===== src/rtl/demux_1_4_8_bit_reg_v_pkg.sv =====
// Shared constants and helpers for the 1-to-4 registered byte demultiplexer.
// Imported by the top level and by the per-channel slot.
package demux_1_4_8_bit_reg_v_pkg;

   localparam int unsigned N_CH   = 4;
   localparam int unsigned CODE_W = 8;
   localparam int unsigned SEL_W  = 2;

   // Round-robin advance; the natural SEL_W-bit wrap gives 3 -> 0.
   function automatic logic [SEL_W-1:0] rr_next(input logic [SEL_W-1:0] ptr);
      return ptr + 1'b1;
   endfunction

endpackage


===== src/rtl/demux_1_4_8_bit_reg_v_chan_slot.sv =====
// One-entry output register for a single demux channel.
// A load in the same cycle as a drain keeps the slot full with the new byte.
module demux_chan_slot_v
   import demux_1_4_8_bit_reg_v_pkg::*;
(
   input  logic              clk_i,
   input  logic              rst_i,
   input  logic              load_i,
   input  logic              drain_i,
   input  logic [CODE_W-1:0] data_i,
   output logic              valid_o,
   output logic [CODE_W-1:0] data_o
);

   logic              valid_q, valid_d;
   logic [CODE_W-1:0] data_q,  data_d;

   always_comb begin
      valid_d = valid_q;
      data_d  = data_q;
      if (load_i) begin
         valid_d = 1'b1;
         data_d  = data_i;
      end else if (drain_i) begin
         // Data is held after a drain; only the valid flag drops.
         valid_d = 1'b0;
      end
   end

   always_ff @(posedge clk_i) begin
      if (rst_i) begin
         valid_q <= 1'b0;
         data_q  <= '0;
      end else begin
         valid_q <= valid_d;
         data_q  <= data_d;
      end
   end

   assign valid_o = valid_q;
   assign data_o  = data_q;

endmodule


===== src/rtl/demux_1_4_8_bit_reg_v.sv =====
// 1-to-4 byte demultiplexer with a one-entry register per channel, selectable
// fixed or round-robin destination, and per-channel valid/ready drain.
module demux_1_4_8_bit_reg_v
   import demux_1_4_8_bit_reg_v_pkg::*;
(
   input  logic              i_clk,
   input  logic              i_rst,
   input  logic              i_en,
   input  logic              i_valid,
   output logic              o_ready,
   input  logic [CODE_W-1:0] i_code,
   input  logic [SEL_W-1:0]  i_sel_code,
   input  logic              i_auto,
   output logic [CODE_W-1:0] o_code_0,
   output logic [CODE_W-1:0] o_code_1,
   output logic [CODE_W-1:0] o_code_2,
   output logic [CODE_W-1:0] o_code_3,
   output logic [N_CH-1:0]   o_valid,
   input  logic [N_CH-1:0]   i_ready,
   output logic [SEL_W-1:0]  o_rr_ptr
);

   logic [SEL_W-1:0]  rr_ptr_q, rr_ptr_d;
   logic [SEL_W-1:0]  dest;
   logic              accept;
   logic [N_CH-1:0]   load;
   logic [N_CH-1:0]   drain;
   logic [N_CH-1:0]   slot_valid;
   logic [CODE_W-1:0] slot_code [N_CH];

   always_comb begin
      dest     = i_auto ? rr_ptr_q : i_sel_code;
      // Strict in-order: a blocked destination stalls upstream, no skipping.
      o_ready  = i_en & (~slot_valid[dest] | i_ready[dest]);
      accept   = i_valid & o_ready;
      rr_ptr_d = (accept && i_auto) ? rr_next(rr_ptr_q) : rr_ptr_q;
      load     = '0;
      drain    = '0;
      for (int unsigned k = 0; k < N_CH; k++) begin
         load[k]  = accept && (dest == k[SEL_W-1:0]);
         drain[k] = slot_valid[k] & i_ready[k];
      end
   end

   always_ff @(posedge i_clk) begin
      if (i_rst) begin
         rr_ptr_q <= '0;
      end else begin
         rr_ptr_q <= rr_ptr_d;
      end
   end

   for (genvar g = 0; g < N_CH; g++) begin : g_slot
      demux_chan_slot_v u_slot (
         .clk_i   (i_clk),
         .rst_i   (i_rst),
         .load_i  (load[g]),
         .drain_i (drain[g]),
         .data_i  (i_code),
         .valid_o (slot_valid[g]),
         .data_o  (slot_code[g])
      );
   end

   assign o_valid  = slot_valid;
   assign o_code_0 = slot_code[0];
   assign o_code_1 = slot_code[1];
   assign o_code_2 = slot_code[2];
   assign o_code_3 = slot_code[3];
   assign o_rr_ptr = rr_ptr_q;

endmodule


===== config.mk =====
export PLATFORM = sky130hd
export DESIGN_NAME = demux_1_4_8_bit_reg_v
export DESIGN_NICKNAME = d
export VERILOG_FILES = /design/src/rtl/demux_1_4_8_bit_reg_v_pkg.sv /design/src/rtl/demux_1_4_8_bit_reg_v_chan_slot.sv /design/src/rtl/demux_1_4_8_bit_reg_v.sv
export SDC_FILE = /design/constraint.sdc
export NUM_CORES = 1
export LEC_CHECK = 0
export ABC_AREA = 1
export CAP_MARGIN = 40
export CORE_MARGIN = 3
export CORE_UTILIZATION = 31
export DETAILED_ROUTE_END_ITERATION = 16
export SYNTH_ARGS = -nofsm -noshare
export SYNTH_HDL_FRONTEND = slang
export SYNTH_SLANG_ARGS = --single-unit

===== constraint.sdc =====
create_clock -name i_clk -period 1.3 [get_ports i_clk]
set_input_delay 0.26 -clock i_clk [delete_from_list [all_inputs] [get_ports i_clk]]
set_output_delay 0.26 -clock i_clk [all_outputs]
set_load 0.005 [all_outputs]

==> impl_results.md, run 1 <==
- Dpl ws: -1010 ps
- Min-Delay Path Class: in -> reg
- Worst path top cell family by delay: simple AND/OR/NAND/NOR gates
- Syn_nets: 293
- Crit Path Max Fanout: 8
- Met2 GRT Util: 27.4%
- Global route hottest layer: met2
- Area after DPL: 0.00256 sq mm
- Post-DR vias/cell: 4.42
- Comb power frac: 18.7%
- Critical path's slowest cell: dfxtp_2
- Die width: 83.6 um
- Failing checks: setup timing
- Clk_lat worst skew: 290 ps
- Commonest register cell after synthesis: dfxtp_1
- Slew Viols, Final: 0
- Buffers and inverters on the worst path: 1
- XOR/XNOR Fraction of Synth Area: 0%
- Synth Area in Simple Gates: 41.8%
- Hold Fails Final Rpt: 0
- Pwr dens: 924 mW/mm^2
- Final Critical Period: 1580 ps
- Count leader, synth: nand2_1
- Met3 Track Usage GR: 3.36%
- Vias in the first global route: 1909
- Largest net degree at the start of global routing: 35
- Port Buf Inserts: 57
- Fin crit share: 121%
- Sequential-to-total area share from yosys stat: 40.8%
- Synth Area in Compound Gates: 2.21%
- CTS Root Cell: clkbuf_8
- Post-synthesis cell area: 0.00187 sq mm
- # DRC: 0
- Worst slew margin: 77.7%
- Syn. warnings: 0
- Worst Path Required: 1520 ps
- Post-Route Skew: 12.2 ps
- Max Fclk: 633 MHz
- Reg clk slew, reported paths: 70 ps
- CP max stage delay: 340 ps
- DRT antenna net count: 0
- Synthesis-to-finish area growth: 61.0%
- Critical path type: reg -> reg
- GPL Wtd Cong: 0.828
- Largest family of logic cells by synthesized area: simple AND/OR/NAND/NOR gates
- CTS H-tree depth: 2
- Global route overflow: 0
- Final setup fails: 39
- Clock share of power: 37.0%
- Crit end category: flip-flop
- Antenna diodes: 0
- Cell area after layout: 0.00301 sq mm
- Core Util, Final: 53.0%
- Post-Synth Adder-Cell Area: 0%
- Synth cell types: 18
- Routed WL: 5.42 mm
- Worst Hold Depth: 4
- Die H: 83.6 um
- Switch share: 25.9%
- Max Cap Viol: 0
- # fillers: 567
- CP Launch Type: flip-flop
- Initial antenna violation count: 0
- EDFF count, synth: 0
- FF+latch count, synth: 38
- Mean Syn Cell Area: 6.81 sq um
- Worst IR Drop VDD: 0.000495 V
- CP cell instances: nand2_4 > nand2_4 > nand2_1 > nand2_1 > nand2_2 > nand2_4 > buf_8 > nand2_8 > nand4_4 > nand2_2 > nand2_1 > nor2_1
- RSZ-0062 raised after global routing: yes
- Router iterations before antenna repair: 4
- Reg2Reg Depth: 12
- Yosys top cell by area: dfxtp_1
- Status: complete, but fails checks
- Net Sw Power: 0.721 mW
- Clk sinks: 38
- Vias: 1892
- Tot Pwr: 2.78 mW
- Final worst setup slack: -279 ps
- Initial drt markers: 81
- Share of cells above drive strength 1: 31.2%
- Per-cell routed wire length: 12.7 um
- Internal power: 2.06 mW
- M1 GR Usage: 20.0%
- Setup TNS: -7830 ps
- Top cells by count, synth: nand2_1 (81), nor2_1 (68), inv_1 (41)
- Slew at the pin closest to its max-slew limit: 334 ps
- Initial core utilization: 32.9%
- Gr usage total: 16.1%
- Worst path depth: 12
- Leakage: 1.55 nW
- Total CTS buffers: 5
- Worst hold slack: 401 ps
- IO Pins: 58
- Top cell type's share of synthesized area: 40.8%
- CORE AREA: 0.00568 sq mm
- Mux share of post-synthesis cell area: 0%
- Placed Cells incl. Taps: 406
- CTS tree: done
- Post-layout nets: 375
- Max Buffers Root-to-Sink: 2
- Global-route wire length before repair: 9.13 mm
- Synth top area cells: dfxtp_1 (41%), nand2_1 (16%), nor2_1 (14%)
- Cells after Synth: 274
- Critical path arrival: 1800 ps
- Final non-filler cell total: 428
- Flop pwr share: 44.4%
- Die area: 0.00699 sq mm
- Fraction of registers with async set/reset: 0%
- HPWL Detailed: 3.20 mm
- Cell row count: 27
[logic make-up after synthesis]
group,after synthesis
flops,38
simple gates,170
buf+inv,59
compound gates,7
[power groups by stage]
stage	Combinational, mW	Sequential [mW]	Clock [mW]
3_5_place_dp	0.426	1.26	0
3_3_place_gp	0.423	1.26	0
2_1_floorplan	0.201	1.26	0
4_1_cts	0.493	1.23	1.04
5_1_grt	0.575	1.24	1.10
6_report	0.519	1.23	1.03
[path summary, 6_finish.rpt]
kind / start / end / slack (ps)
setup reg to reg: o_rr_ptr[0] / g_slot[2].u_slot.data_o[6] / -280
setup / recovery: o_rr_ptr[0] / g_slot[2].u_slot.data_o[6] / -280
hold reg to reg: g_slot[1].u_slot.data_o[4] / g_slot[1].u_slot.data_o[4] / 510
hold / removal: i_ready[0] / g_slot[0].u_slot.valid_o / 400
[worst register-to-register path, stage by stage (launching register included)]
cell	delay [ps]
dfxtp_2	340
nand2_4	90
nand2_4	80
nand2_1	70
nand2_1	60
nand2_2	80
nand2_4	60
buf_8	130
nand2_8	130
nand4_4	220
nand2_2	120
nand2_1	50
nor2_1	100
[final cells by class]
class / instances / area [sq um] / share of cell area, %
flip-flops and latches: 38 / 779 / 25.9
well taps: 72 / 90.1 / 3.00
inverters: 46 / 174 / 5.79
clock inverters: 1 / 30.0 / 0.999
multi-input cells: 186 / 1110 / 36.9
repair buffers: 79 / 739 / 24.6
clock buffers: 6 / 82.6 / 2.75
[repair_timing]
item / 4_1_cts / 5_1_grt
pin swaps: 15 / 6
buffers inserted: 4 / 2
cloned: 9 / 0
resized for setup: 89 / 31
endpoints found under the setup margin: 77 / 39
hold buffers: 0 / 0
[cells in the final DEF, fill, tap and decap left out, drive strengths merged, types with 4 or more instances in the layout]
master	instances
dlygate4sd2	41
nand3	4
nand2	93
clkdlybuf4s50	14
a21oi	5
inv	44
dfxtp	38
buf	23
nor2	68
nand4	14
clkbuf	6
[sequential cells by signal, summed over array words and instances (netlist names)]
| register | flops |
|---|---|
| g_slot.u_slot.valid_o | 4 |
| o_rr_ptr | 2 |
| g_slot.u_slot.data_o | 32 |
[per-layer routing]
layer  up-vias  share of wire (%)
met1       864                 45
met3         8                4.6
met4         0                1.4
met2        36                 50
met5         -                  0
li1        984                  -
Note: power is estimated with default switching activity, not from simulation.
==> run 2, diff against run 1 <==
- PLACE_DENSITY: default -> 0.65
- SLEW_MARGIN: default -> 20
==> run 2 against run 1 <==
  * The run still ends with setup timing left
  * Register-to-register slack worse by 40 ps
  * Clock power fell by 18%
  * Fmax down 2.6%
  * Global-route usage down 1.4 points
  * Combinational power fell by 10%
  * Sequential cell count stayed put
  * Critical path type unchanged
  * Largest power group unchanged
  * Highest routed layer unchanged
==> impl_results.md, run 2 (synthesis results as in run 1) <==
- GPL Wtd Cong: 0.778
- Crit end category: flip-flop
- Worst slew margin: 82.1%
- Critical path type: reg -> reg
- HPWL Detailed: 3.32 mm
- Initial core utilization: 32.9%
- Slew Viols, Final: 0
- Flop pwr share: 48.5%
- Most frequent cells in the layout: nand2_1 (65), nor2_1 (65), inv_1 (40), dlygate4sd2_1 (40), dfxtp_1 (27)
- Post-DR vias/cell: 4.23
- Reg clk slew, reported paths: 70 ps
- Dpl ws: -990 ps
- CORE AREA: 0.00568 sq mm
- # fillers: 590
- Pwr dens: 893 mW/mm^2
- Vias in the first global route: 1748
- Router iterations before antenna repair: 4
- Failing checks: setup timing
- Antenna diodes: 0
- Met3 Track Usage GR: 3.65%
- Initial antenna violation count: 0
- Met2 GRT Util: 24.9%
- Global-route wire length before repair: 8.39 mm
- IO Pins: 58
- Total CTS buffers: 5
- Final worst setup slack: -321 ps
- Synthesis-to-finish area growth: 52.3%
- Worst hold slack: 414 ps
- Share of cells above drive strength 1: 25.3%
- Critical path arrival: 1800 ps
- CTS Root Cell: clkbuf_8
- Final Critical Period: 1620 ps
- CTS tree: done
- Gr usage total: 14.7%
- Max Cap Viol: 0
- Routed WL: 5.04 mm
- Crit-path most repeated cell: nand2_1
- Global route hottest layer: met2
- Post-layout nets: 370
- Die H: 83.6 um
- Switch share: 26.7%
- Global route overflow: 0
- Leakage: 1.54 nW
- Clk sinks: 38
- Hold Fails Final Rpt: 0
- Initial drt markers: 57
- M1 GR Usage: 18.3%
- Crit Path Max Fanout: 8
- Flop-to-flop setup slack: -320 ps
- Cell row count: 27
- Vias: 1794
- Die width: 83.6 um
- Clock share of power: 33.2%
- Critical path's slowest cell: dfxtp_2
- CP Launch Type: flip-flop
- Clk_lat worst skew: 290 ps
- Port Buf Inserts: 57
- Internal power: 1.86 mW
- Post-Route Skew: 8.70 ps
- Comb power frac: 18.3%
- # DRC: 0
- Per-cell routed wire length: 11.9 um
- Status: complete, but fails checks
- CP max stage delay: 350 ps
- Fin crit share: 125%
- Final setup fails: 39
- Largest net degree at the start of global routing: 29
- CP cell instances: nand2_4 > nand2_4 > nand2_1 > nand2_1 > nand2_1 > nand2_1 > inv_2 > buf_6 > nand2_8 > buf_12 > nand4_4 > nor2_1 > nor2_1
- Net Sw Power: 0.677 mW
- Slew at the pin closest to its max-slew limit: 269 ps
- Min-Delay Path Class: in -> reg
- Die area: 0.00699 sq mm
- DRT antenna net count: 0
- RSZ-0062 raised after global routing: yes
- Worst IR Drop VDD: 0.000455 V
- CTS H-tree depth: 2
- Worst Path Required: 1480 ps
- Max Buffers Root-to-Sink: 2
- Max Fclk: 617 MHz
- Max FFs per register: 32
-- run 2: cell count changes in the layout (fill, tap and decap cells not counted), moves of 3 or more --
cell	delta
buf_12	+3
buf_4	+4
buf_6	-4
dfxtp_1	+4
dfxtp_2	-4
nand2_1	+5
nand2_2	-7
nand4_4	-5
nor2_1	+6
nor2_2	-4
-- run 2: power by group through the flow --
| stage | logic, mW | registers, mW | clock network (mW) |
|---|---|---|---|
| floorplan | 0.201 | 1.26 | 0 |
| global placement | 0.430 | 1.26 | 0 |
| detailed placement | 0.437 | 1.26 | 0 |
| CTS | 0.444 | 1.23 | 0.883 |
| global route | 0.512 | 1.24 | 0.938 |
| finish | 0.465 | 1.23 | 0.843 |
-- run 2: worst paths after layout --
kind,cells after the start,startpoint,endpoint
max,13,o_rr_ptr[0],g_slot[1].u_slot.data_o[2]
min,4,i_ready[2],g_slot[2].u_slot.valid_o
max reg2reg,13,o_rr_ptr[0],g_slot[1].u_slot.data_o[2]
min reg2reg,4,g_slot[2].u_slot.data_o[1],g_slot[2].u_slot.data_o[1]
-- run 2: per-stage QoR --
stage	power [mW]	TNS [ps]	instance area, sq um	utilization [%]	instances
after floorplan	1.46	-2320	1870	-	274
after global placement	1.69	-32500	2580	45.4	408
after detailed placement	1.69	-34830	2580	45.4	408
after CTS	2.56	-8360	2750	48.5	422
after global routing	2.69	-15320	2840	50.1	424
final	2.54	-9700	2840	50.1	424
-- run 2: routing by layer --
layer,up-vias,share of wire (%)
met5,-,0
met4,0,0.75
met3,4,5.1
met2,54,48
met1,781,46
li1,955,-
-- run 2: cell type report --
class / instances / area, sq um / share of cell area (%)
clock inverters: 1 / 5.00 / 0.176
repair buffers: 81 / 771 / 27.1
well taps: 72 / 90.1 / 3.17
flip-flops and latches: 38 / 774 / 27.2
inverters: 46 / 173 / 6.07
clock buffers: 7 / 86.3 / 3.04
multi-input cells: 179 / 943 / 33.2
-- run 2: timing repair --
| action | CTS | global route |
|---|---|---|
| cloned | 2 | 0 |
| setup buffers | 4 | 2 |
| resized for setup | 71 | 21 |
| endpoints found under the setup margin | 77 | 40 |
| pin swaps | 3 | 6 |
| hold endpoints to repair | 0 | 0 |
| hold buffers | 0 | 0 |
-- run 2: worst max-delay path: cells and delay by family (launching register included) --
family / cells / cell delay [ps]
flip-flops: 1 / 350
buffers and inverters: 3 / 270
AND/OR/NAND/NOR: 10 / 890
